**config.mk**
```make
export PLATFORM = sky130hd
export DESIGN_NAME = player_bullet_ctrl
export DESIGN_NICKNAME = d
export VERILOG_FILES = /design/src/rtl/player_bullet_ctrl_pkg.sv /design/src/rtl/rise_detect.sv /design/src/rtl/player_bullet_ctrl.sv
export SDC_FILE = /design/constraint.sdc
export NUM_CORES = 1
export LEC_CHECK = 0
export BUFFER_PORTS_ARGS = -buffer_cell sky130_fd_sc_hd__buf_4
export CELL_PAD_IN_SITES_DETAIL_PLACEMENT = 2
export CELL_PAD_IN_SITES_GLOBAL_PLACEMENT = 2
export CORE_MARGIN = 2
export CORE_UTILIZATION = 31
export DETAILED_ROUTE_END_ITERATION = 16
export PLACE_DENSITY = 0.9
export SYNTH_ARGS = -nofsm -noshare
export SYNTH_HDL_FRONTEND = slang
export SYNTH_SLANG_ARGS = --single-unit
```
**constraint.sdc**
```tcl
create_clock -name clk -period 2.9 [get_ports clk]
set_input_delay 0.145 -clock clk [delete_from_list [all_inputs] [get_ports clk]]
set_output_delay 0.145 -clock clk [all_outputs]
set_load 0.02 [all_outputs]
```
**src/rtl/player_bullet_ctrl_pkg.sv**
```systemverilog
// Shared geometry, colour and state encoding for the player bullet and its neighbours.
package player_bullet_ctrl_pkg;
  localparam int HRES         = 1280;
  localparam int VRES         = 720;
  localparam int PADDLE_W     = 50;
  localparam int PADDLE_H     = 20;
  localparam int BULLET_W     = 4;
  localparam int BULLET_H     = 16;
  localparam int BULLET_SPEED = 16;
  localparam logic [23:0] BULLET_COLOR = 24'hFFFFFF;

  localparam int COOLDOWN_FRAMES = 8;
  localparam int CNT_W           = $clog2(COOLDOWN_FRAMES + 1);

  localparam logic [9:0]  BULLET_SPAWN_Y = 10'(VRES - PADDLE_H - BULLET_H);
  localparam logic [10:0] BULLET_X_OFS   = 11'((PADDLE_W - BULLET_W) / 2);

  typedef enum logic [1:0] {B_IDLE, B_FLY, B_COOLDOWN} bullet_state_t;
endpackage

```
**src/rtl/rise_detect.sv**
```systemverilog
// Single-cycle rising-edge pulse from a level that is already synchronous to clk.
module rise_detect (
  input  logic clk,
  input  logic rst,
  input  logic d,
  output logic rise
);
  logic q;

  always_ff @(posedge clk or posedge rst) begin
    if (rst) q <= 1'b0;
    else     q <= d;
  end

  assign rise = d & ~q;
endmodule

```
**src/rtl/player_bullet_ctrl.sv**
```systemverilog
// Single player bullet: fire capture, spawn above the paddle, per-frame climb, hit/cooldown, draw.
// Handshake: none; frame_tick and hit are single-cycle pulses sampled on the clock edge.
module player_bullet_ctrl
  import player_bullet_ctrl_pkg::*;
#(
  parameter logic [9:0] SPAWN_Y = BULLET_SPAWN_Y
) (
  input  logic          clk,
  input  logic          rst,
  input  logic          frame_tick,
  input  logic          fire,
  input  logic [10:0]   paddle_x,
  input  logic          hit,
  input  logic          game_over,
  input  logic [10:0]   hcount,
  input  logic [9:0]    vcount,
  output logic          bullet_active,
  output logic [10:0]   bullet_x,
  output logic [9:0]    bullet_y,
  output logic          pixel_on,
  output logic [23:0]   rgb,
  output logic [15:0]   shots_fired,
  output bullet_state_t state
);
  logic             fire_rise;
  logic             fire_pend;
  logic [CNT_W-1:0] cnt;

  rise_detect u_fire_rise (
    .clk  (clk),
    .rst  (rst),
    .d    (fire),
    .rise (fire_rise)
  );

  always_ff @(posedge clk or posedge rst) begin
    if (rst) begin
      state         <= B_IDLE;
      bullet_active <= 1'b0;
      bullet_x      <= '0;
      bullet_y      <= '0;
      shots_fired   <= '0;
      fire_pend     <= 1'b0;
      cnt           <= '0;
    end else if (game_over) begin
      state         <= B_IDLE;
      bullet_active <= 1'b0;
      fire_pend     <= 1'b0;
      cnt           <= '0;
    end else begin
      case (state)
        B_IDLE: begin
          // A press landing on the spawn tick itself is consumed by that spawn.
          if (frame_tick && fire_pend) begin
            state         <= B_FLY;
            bullet_active <= 1'b1;
            bullet_x      <= paddle_x + BULLET_X_OFS;
            bullet_y      <= SPAWN_Y;
            fire_pend     <= 1'b0;
            if (shots_fired != 16'hFFFF) shots_fired <= shots_fired + 16'd1;
          end else if (fire_rise) begin
            fire_pend <= 1'b1;
          end
        end
        B_FLY: begin
          if (hit) begin
            state         <= B_COOLDOWN;
            bullet_active <= 1'b0;
            cnt           <= CNT_W'(COOLDOWN_FRAMES - 1);
          end else if (frame_tick) begin
            if (bullet_y < 10'(BULLET_SPEED)) begin
              state         <= B_IDLE;
              bullet_active <= 1'b0;
            end else begin
              bullet_y <= bullet_y - 10'(BULLET_SPEED);
            end
          end
        end
        B_COOLDOWN: begin
          if (frame_tick) begin
            if (cnt == '0) state <= B_IDLE;
            else           cnt   <= cnt - 1'b1;
          end
        end
        default: state <= B_IDLE;
      endcase
    end
  end

  // Box edges are one bit wider so a bullet touching the right/bottom edge cannot wrap.
  logic [11:0] x_end;
  logic [10:0] y_end;
  logic        in_box;

  assign x_end  = {1'b0, bullet_x} + 12'(BULLET_W);
  assign y_end  = {1'b0, bullet_y} + 11'(BULLET_H);
  assign in_box = bullet_active
                & (hcount >= bullet_x) & ({1'b0, hcount} < x_end)
                & (vcount >= bullet_y) & ({1'b0, vcount} < y_end);

  always_ff @(posedge clk or posedge rst) begin
    if (rst) begin
      pixel_on <= 1'b0;
      rgb      <= '0;
    end else begin
      pixel_on <= in_box;
      rgb      <= in_box ? BULLET_COLOR : 24'h0;
    end
  end
endmodule
```
==> results of run 1 <==
[synth_stat cells (10+ instances only)]
master / n / area (um2)
xnor2_1: 19 / 166.4
buf_4: 29 / 217.7
nand3_1: 20 / 100.1
o21ai_0: 16 / 80.08
ha_1: 40 / 500.5
a21o_1: 10 / 75.07
dfrtp_1: 44 / 1101
inv_1: 31 / 116.4
nor2_1: 17 / 63.81
a21oi_1: 14 / 70.07
nand2_1: 23 / 86.33
xor2_1: 11 / 96.34
[worst paths after layout]
kind / startpoint / to / slack, ns / cells past startpoint
min in group asynchronous: rst / shots_fired[13]$_DFFE_PP0P_ / 0.09 / 2
hold / removal: paddle_x[0] / bullet_x[0]$_DFFE_PP0P_ / 0.08 / 2
setup reg to reg: bullet_x[2]$_DFFE_PP0P_ / rgb[22]$_DFF_PP0_ / 0.41 / 9
setup / recovery: bullet_x[2]$_DFFE_PP0P_ / rgb[22]$_DFF_PP0_ / 0.41 / 9
max in group asynchronous: rst / cnt[2]$_DFFE_PP0P_ / 2.21 / 2
hold reg to reg: shots_fired[5]$_DFFE_PP0P_ / shots_fired[5]$_DFFE_PP0P_ / 0.51 / 1
[layout make-up]
type / instances / area (um2) / area share, %
inverters: 31 / 116.4 / 2.787
well taps: 140 / 175.2 / 4.195
repair buffers: 101 / 760.7 / 18.22
multi-input cells: 261 / 1932 / 46.27
flip-flops and latches: 44 / 1101 / 26.37
clock buffers: 8 / 90.09 / 2.158
[kinds of logic (layout without fill, tap and decap cells)]
group	count (synthesis)	in the layout	synth area share [%]
buffers and inverters	64	140	10.40
flip-flops	44	44	32.57
AO/OA/AOI/OAI	77	77	15.80
adder cells (fa/ha/maj)	40	40	14.80
other	1	2	0.1109
multiplexers	3	3	0.9992
XOR/XNOR	30	30	7.772
AND/OR/NAND/NOR	109	109	17.54
[per-layer routing]
metal / share of wire, % / up-vias / track usage (%)
met5: 0 / - / 0
met4: 0 / 0 / 2.473
met3: 4.6 / 0 / 2.652
met2: 55 / 65 / 35.31
met1: 40 / 1491 / 19.96
li1: - / 1440 / -
[state kept, by name, summed over array words and instances, names as in the netlist]
name / cells
fire_pend: 1
u_fire_rise.q: 1
bullet_y: 7
bullet_active: 1
state: 2
bullet_x: 11
cnt: 4
shots_fired: 16
rgb: 1
[where the power goes]
group | leakage [nW] | switching [mW] | internal (mW)
Clock | 0.0455 | 0.203 | 0.195
Sequential | 0.556 | 0.123 | 0.694
Combinational | 1.46 | 0.457 | 0.366
Total | 2.06 | 0.783 | 1.25
[through the flow]
stage          power, mW  instances
2_1_floorplan      1.304        369
3_3_place_gp       1.586        576
3_5_place_dp       1.665        576
4_1_cts            2.076        585
5_1_grt            2.199        585
6_report           2.037        585
==> results by group, run 1 <==
Status
  • Status: finished clean

Clock network
  • Setup Buffers After CTS: 0
  • Post-CTS Resized: 0
  • Clk Latency, worst-skew pair: between 0.2 and 0.3 ns
  • CTS Buf Count: 5
  • Post-CTS Hold Fix Bufs: 1
  • Clk slew on worst S/H paths: 0.08 ns
  • CTS tree: yes
  • Root Buffer: clkbuf_8
  • CTS sink cnt: between 40 and 50
  • CTS HTree Levels: 2
  • Max Root-Sink Buffers: 2

Final layout
  • Fin area: 4175 um2
  • ANT cells: 0
  • Layout cells sized above 1: 26.07%
  • Most frequent cells in the layout: buf_4 (100), dfrtp_1 (44), ha_1 (40)
  • Final Util: 38.86%
  • Filler Cell Count: 1239
  • Area Growth Syn to Fin: 23.50%
  • Commonest non-fill, non-tap cell in the layout: buf_4
  • Nets: roughly 520

Worst setup path
  • Crit path capture type: flop
  • CP max FO: 7
  • Crit path max-delay family: simple AND/OR/NAND/NOR gates
  • Crit path DAT: approximately 2.7 ns
  • Most numerous cell on the critical path: ha_1
  • CP Launch Type: flop
  • Slowest CP cell: dfrtp_1
  • Worst Path Required: around 3.1 ns
  • Worst-path cell chain: ha_1 > nand4_1 > nor4_1 > xnor2_1 > ha_1 > nor2b_1 > o22ai_1 > o2111ai_1 > nor4b_1
  • Crit path largest cell delay: 0.48 ns
  • Critical path class: flop to flop
  • Worst Path Buf+Inv: 0

Drt
  • Starting DRT DRC Count: 59
  • Final ANT Viol Nets: 0
  • Vias per std cell: a little over 5
  • TritonRoute pass-1 iters: 4
  • DR vias: 2996
  • Routed WL per cell: approximately 17 um
  • WL final: 10220 um
  • Drt drc: 0

Synth
  • Main synth FF type: dfrtp_1
  • Netlist cell types: 48
  • Post-Syn Instances: about 370
  • Synthesized flop and latch total: 44
  • Mean Syn Cell Area: 9.187 um2
  • Ys async rst share: 100.0%
  • Number of synthesized flops with an enable pin: 0
  • Synthesis Warnings: 0
  • Post-Syn Area: 3381 um2
  • Sequential element share of the synthesized area: about a third

Power and ir drop
  • Peak supply drop: 260.5 uV
  • Leak: 2.059 nW
  • PwrDens: 488.0 nW/um2

GRT
  • First-pass GRT wire length: 16680 um
  • Gr ovfl total: 0
  • Vias in the first global route: 3285
  • Initial antenna violation count: 0
  • Largest net degree at the start of global routing: 45
  • Gr usage total: 17.69%

Timing
  • Slew @ Worst Pin: 0.9737 ns
  • Slew margin rel.: 34.99%
  • Final TNS setup: 0 ns
  • Final hold slack: 0.08070 ns
  • Setup violators final: 0
  • Final WS setup: 0.4070 ns
  • Final worst path period share: a little under nine tenths
  • Slew Limit Fails: 0
  • Worst Skew: 0.008343 ns
  • Final Hold Fails: 0
  • Max Freq: 0.4011 GHz
  • Fin crit period: 2.493 ns
  • RSZ-0062 raised after global routing: false

Floorplan
  • Die Ht: 108.4 um
  • I/O pin total: 103
  • Core Area: 10750 um2
  • Num rows: 38
  • Die area: 11760 um2
  • Starting Density: 31.46%
  • Die Wd: 108.4 um

Worst hold path
  • Worst hold path type: input pin to flop

Placed design
  • Final Wtd Congestion: around 0.8
  • Placed cell area: around 4000 um2
  • Post-DP HPWL: 8214 um
  • Pre-CTS setup slack: 0.3465 ns
  • Buffers on Ports: slightly below 100

Run
  • Max_cap viols: 0
(Power assumes the default switching activity.)
==> inputs of run 2 (changes only) <==
PLACE_DENSITY = 0.91   (was 0.9)
SYNTH_HIERARCHICAL = 1   (was unset)
==> run 2 against run 1 <==
First-iteration DRC count up 24%; via count up 0.70%; highest routed layer is now met4; register-to-register slack better by 0.09 ns; synthesized area shrank 0.56%; synthesized cell count grew 0.27%; utilization is 0.21 points higher; sequential share of layout area hardly changed; clock power rose by 5.0%; maximum frequency increased by 3.7%.
==> results by group, run 2 <==
Power and ir drop
  • Total power: 2.347 mW (+15%)
  • Pint: 1.378 mW (+9.9%)
  • Seq pwr share: 36.8% (-3.3 points)
  • Leak: 2.058 nW (about the same)
  • Psw: 0.9683 mW (+24%)
  • Combinational Power Share: 45.4% (+5.0 points)
  • PwrDens: 561.5 nW/um2 (+15%)
  • Clk network pwr share: 17.8% (-1.7 points)
  • Switching share of power: 41.27% (+2.8 points)
  • Peak supply drop: 302.9 uV (+16%)

Worst hold path
  • Hold_sp: paddle_x[0]
  • Worst hold stages: 2 (unchanged)
  • Worst hold path type: input pin to flop
  • WHS Endpoint: bullet_x[0]$_DFFE_PP0P_

Placed design
  • Final Wtd Congestion: 0.8412 (+7.1%)
  • Buffers on Ports: 98 (unchanged)
  • Dpl cells: 579 (+0.52%)
  • Post-DP HPWL: 8341 um (+1.5%)

Final layout
  • Largest registers: shots_fired (16), bullet_x (11), bullet_y (7)
  • Area Growth Syn to Fin: 24.30%
  • Layout cells sized above 1: 25.61% (-0.45 points)
  • Final Util: 39.06% (+0.21 points)
  • Non-filler cells, final: 589 (+0.68%)
  • Max reg flops: 16 (unchanged)
  • Most frequent cells in the layout: buf_4 (101), dfrtp_1 (44), ha_1 (40)
  • Commonest non-fill, non-tap cell in the layout: buf_4
  • Biggest register: shots_fired
  • ANT cells: 0 (unchanged)
  • Nets: 526 (+0.77%)

Worst setup path
  • Worst Path Buf+Inv: 0 (unchanged)
  • Crit path DAT: 2.60 ns (-0.07 ns)
  • Slowest CP cell: dfrtp_1
  • Worst Path Required: 3.10 ns (+0.02 ns)
  • Reg2Reg Capture Point: rgb[22]$_DFF_PP0_
  • FF-to-FF Start: bullet_x[2]$_DFFE_PP0P_
  • CP Launch Type: flop
  • Worst-path cell chain: ha_1 > and3_1 > nand2_1 > nor4_1 > xnor2_1 > ha_1 > nor2b_1 > o22ai_1 > nand3_1 > nor4_1
  • CP max FO: 6 (-1)
  • Crit path largest cell delay: 0.45 ns (-0.03 ns)
  • Crit path capture type: flop
  • Crit path max-delay family: simple AND/OR/NAND/NOR gates
  • Flop2flop setup slack: 0.50 ns (+0.09 ns)
  • R2R cell count: 10 (+1)
  • Critical path class: flop to flop

Timing
  • Slew Limit Fails: 0 (unchanged)
  • RSZ-0062 raised after global routing: false
  • Final TNS setup: 0 ns (unchanged)
  • Fin crit period: 2.405 ns (-0.08810 ns)
  • Setup violators final: 0 (unchanged)
  • Slew margin rel.: 54.39% (+19 points)
  • Final worst path period share: 82.93% (-3.0 points)
  • Worst Skew: 0.01182 ns (+0.003473 ns)
  • Max Freq: 0.4158 GHz (+3.7%)
  • Final Hold Fails: 0 (unchanged)
  • Slew @ Worst Pin: 0.6842 ns (-0.2895 ns)

GRT
  • Largest net degree at the start of global routing: 27 (-40%)
  • Vias in the first global route: 3323 (+1.2%)
  • Gr ovfl total: 0 (unchanged)
  • First-pass GRT wire length: 16700 um (+0.16%)
  • Initial antenna violation count: 0 (unchanged)
  • Gr usage total: 17.89% (+0.19 points)

Drt
  • WL final: 10180 um (-0.36%)
  • Drt drc: 0 (unchanged)
  • Vias per std cell: 5.122 (about the same)
  • Routed WL per cell: 17.29 um (-1.0%)
  • Final ANT Viol Nets: 0 (unchanged)
  • TritonRoute pass-1 iters: 4 (unchanged)
  • DR vias: 3017 (+0.70%)
  • Starting DRT DRC Count: 73 (+24%)

Synth
  • Synth top area cells: dfrtp_1 (33%), ha_1 (15%), xnor2_1 (7.0%)
  • Number of synthesized flops with an enable pin: 0 (unchanged)
  • Synthesized flop and latch total: 44 (unchanged)
  • Synthesis Warnings: 6 (+6)
  • Leading area contributor after synthesis: dfrtp_1
  • Post-Syn Area: 3362 um2 (-0.56%)
  • Mean Syn Cell Area: 9.111 um2 (-0.82%)
  • Top-count cell post-synth: dfrtp_1
  • Main synth FF type: dfrtp_1
  • Top cell type's share of synthesized area: 32.75% (+0.18 points)
  • Netlist cell types: 55 (+15%)
  • Ys async rst share: 100.0% (unchanged)
  • Sequential element share of the synthesized area: 32.75% (+0.18 points)
  • Synth cell count leaders: dfrtp_1 (44), ha_1 (40), inv_1 (30)
  • Post-Syn Instances: 369 (+0.27%)

Clock network
  • CTS tree: yes
  • Clk Latency, worst-skew pair: 0.31 ns (+0.02 ns)
  • Root Buffer: clkbuf_8
  • CTS sink cnt: 44 (unchanged)
  • Post-CTS Hold Fix Bufs: 2 (+1)
  • Post-CTS Resized: 0 (unchanged)
  • CTS HTree Levels: 2 (unchanged)
  • Clk slew on worst S/H paths: 0.09 ns (about the same)
  • Max Root-Sink Buffers: 2 (unchanged)
  • CTS Buf Count: 5 (unchanged)
  • Setup Buffers After CTS: 0 (unchanged)

Floorplan
  • Starting Density: 31.43% (-0.036 points)
  • Die area: 11690 um2 (-0.53%)
  • Core Area: 10700 um2 (-0.44%)
  • Num rows: 38 (unchanged)
  • Die Ht: 108.1 um (-0.27%)
  • Die Wd: 108.1 um (-0.27%)
  • I/O pin total: 103 (unchanged)

Run
  • Max_cap viols: 0 (unchanged)

Status
  • Status: finished clean
## run 2: changes by cell type in the layout (fill, tap and decap cells not counted), sizes merged, moves of 3 or more
cell,delta
o21a,-3
nand3,-7
and3,+3
xor2,-3
a21o,-5
nor3,-4
a21oi,+4
o2111ai,-5
xnor2,+8
nor2,+5
nor2b,+4
nand2,+6
## run 2: logic make-up after synthesis
logic type / after synthesis / synth area share (%)
simple gates: 116 / 18.61
compound gates: 69 / 13.58
buf+inv: 62 / 10.31
flops: 44 / 32.75
fa+ha+maj: 40 / 14.89
xor+xnor: 35 / 9.118
mux: 2 / 0.6327
other cells: 1 / 0.1115
## run 2: how the worst max path moves through the flow
| stage | slack, ns | end | start | cells past startpoint |
|---|---|---|---|---|
| global placement | 0.68 | rgb[22]$_DFF_PP0_ | bullet_x[2]$_DFFE_PP0P_ | 10 |
| floorplan | 0.74 | rgb[22]$_DFF_PP0_ | bullet_x[2]$_DFFE_PP0P_ | 10 |
| CTS | 0.43 | rgb[22]$_DFF_PP0_ | bullet_x[2]$_DFFE_PP0P_ | 10 |
| detailed placement | 0.46 | rgb[22]$_DFF_PP0_ | bullet_x[2]$_DFFE_PP0P_ | 10 |
| finish | 0.50 | rgb[22]$_DFF_PP0_ | bullet_x[2]$_DFFE_PP0P_ | 10 |
| global route | 0.30 | rgb[22]$_DFF_PP0_ | bullet_x[2]$_DFFE_PP0P_ | 10 |
## run 2: routing by layer
metal / GRT usage, % / wire length [um] / vias up / share of wire, %
li1: - / - / 1421 / -
met1: 20.31 / 4084 / 1492 / 40
met2: 33.65 / 5260 / 92 / 52
met3: 3.797 / 690 / 12 / 6.8
met4: 4.853 / 148 / 0 / 1.5
met5: 0 / 0 / - / 0
## run 2: per-stage QoR
stage | worst slack [ns] | area (um2) | hold WS [ns]
2_1_floorplan | 0.7441 | 3366 | -0.1263
3_3_place_gp | 0.6799 | 4065 | -0.001937
3_5_place_dp | 0.4596 | 4065 | 0.004636
4_1_cts | 0.4338 | 4179 | 0.07821
5_1_grt | 0.2956 | 4179 | 0.08134
6_report | 0.4951 | 4179 | 0.08771
## run 2: final cells by class
type                    instances  area [um2]
fillers                      1250        6519
multi-input cells             264        1918
flip-flops and latches         44        1101
repair buffers                103       778.2
well taps                     140       175.2
inverters                      30       112.6
clock buffers                   7       86.33
clock inverters                 1       7.507
## run 2: power groups by stage
stage	Clock [mW]	Combinational, mW	Sequential [mW]
finish	0.418	1.06	0.864
global route	0.462	1.20	0.891
CTS	0.435	1.08	0.868
detailed placement	0	1.07	0.879
global placement	0	0.998	0.868
floorplan	0	0.584	0.943
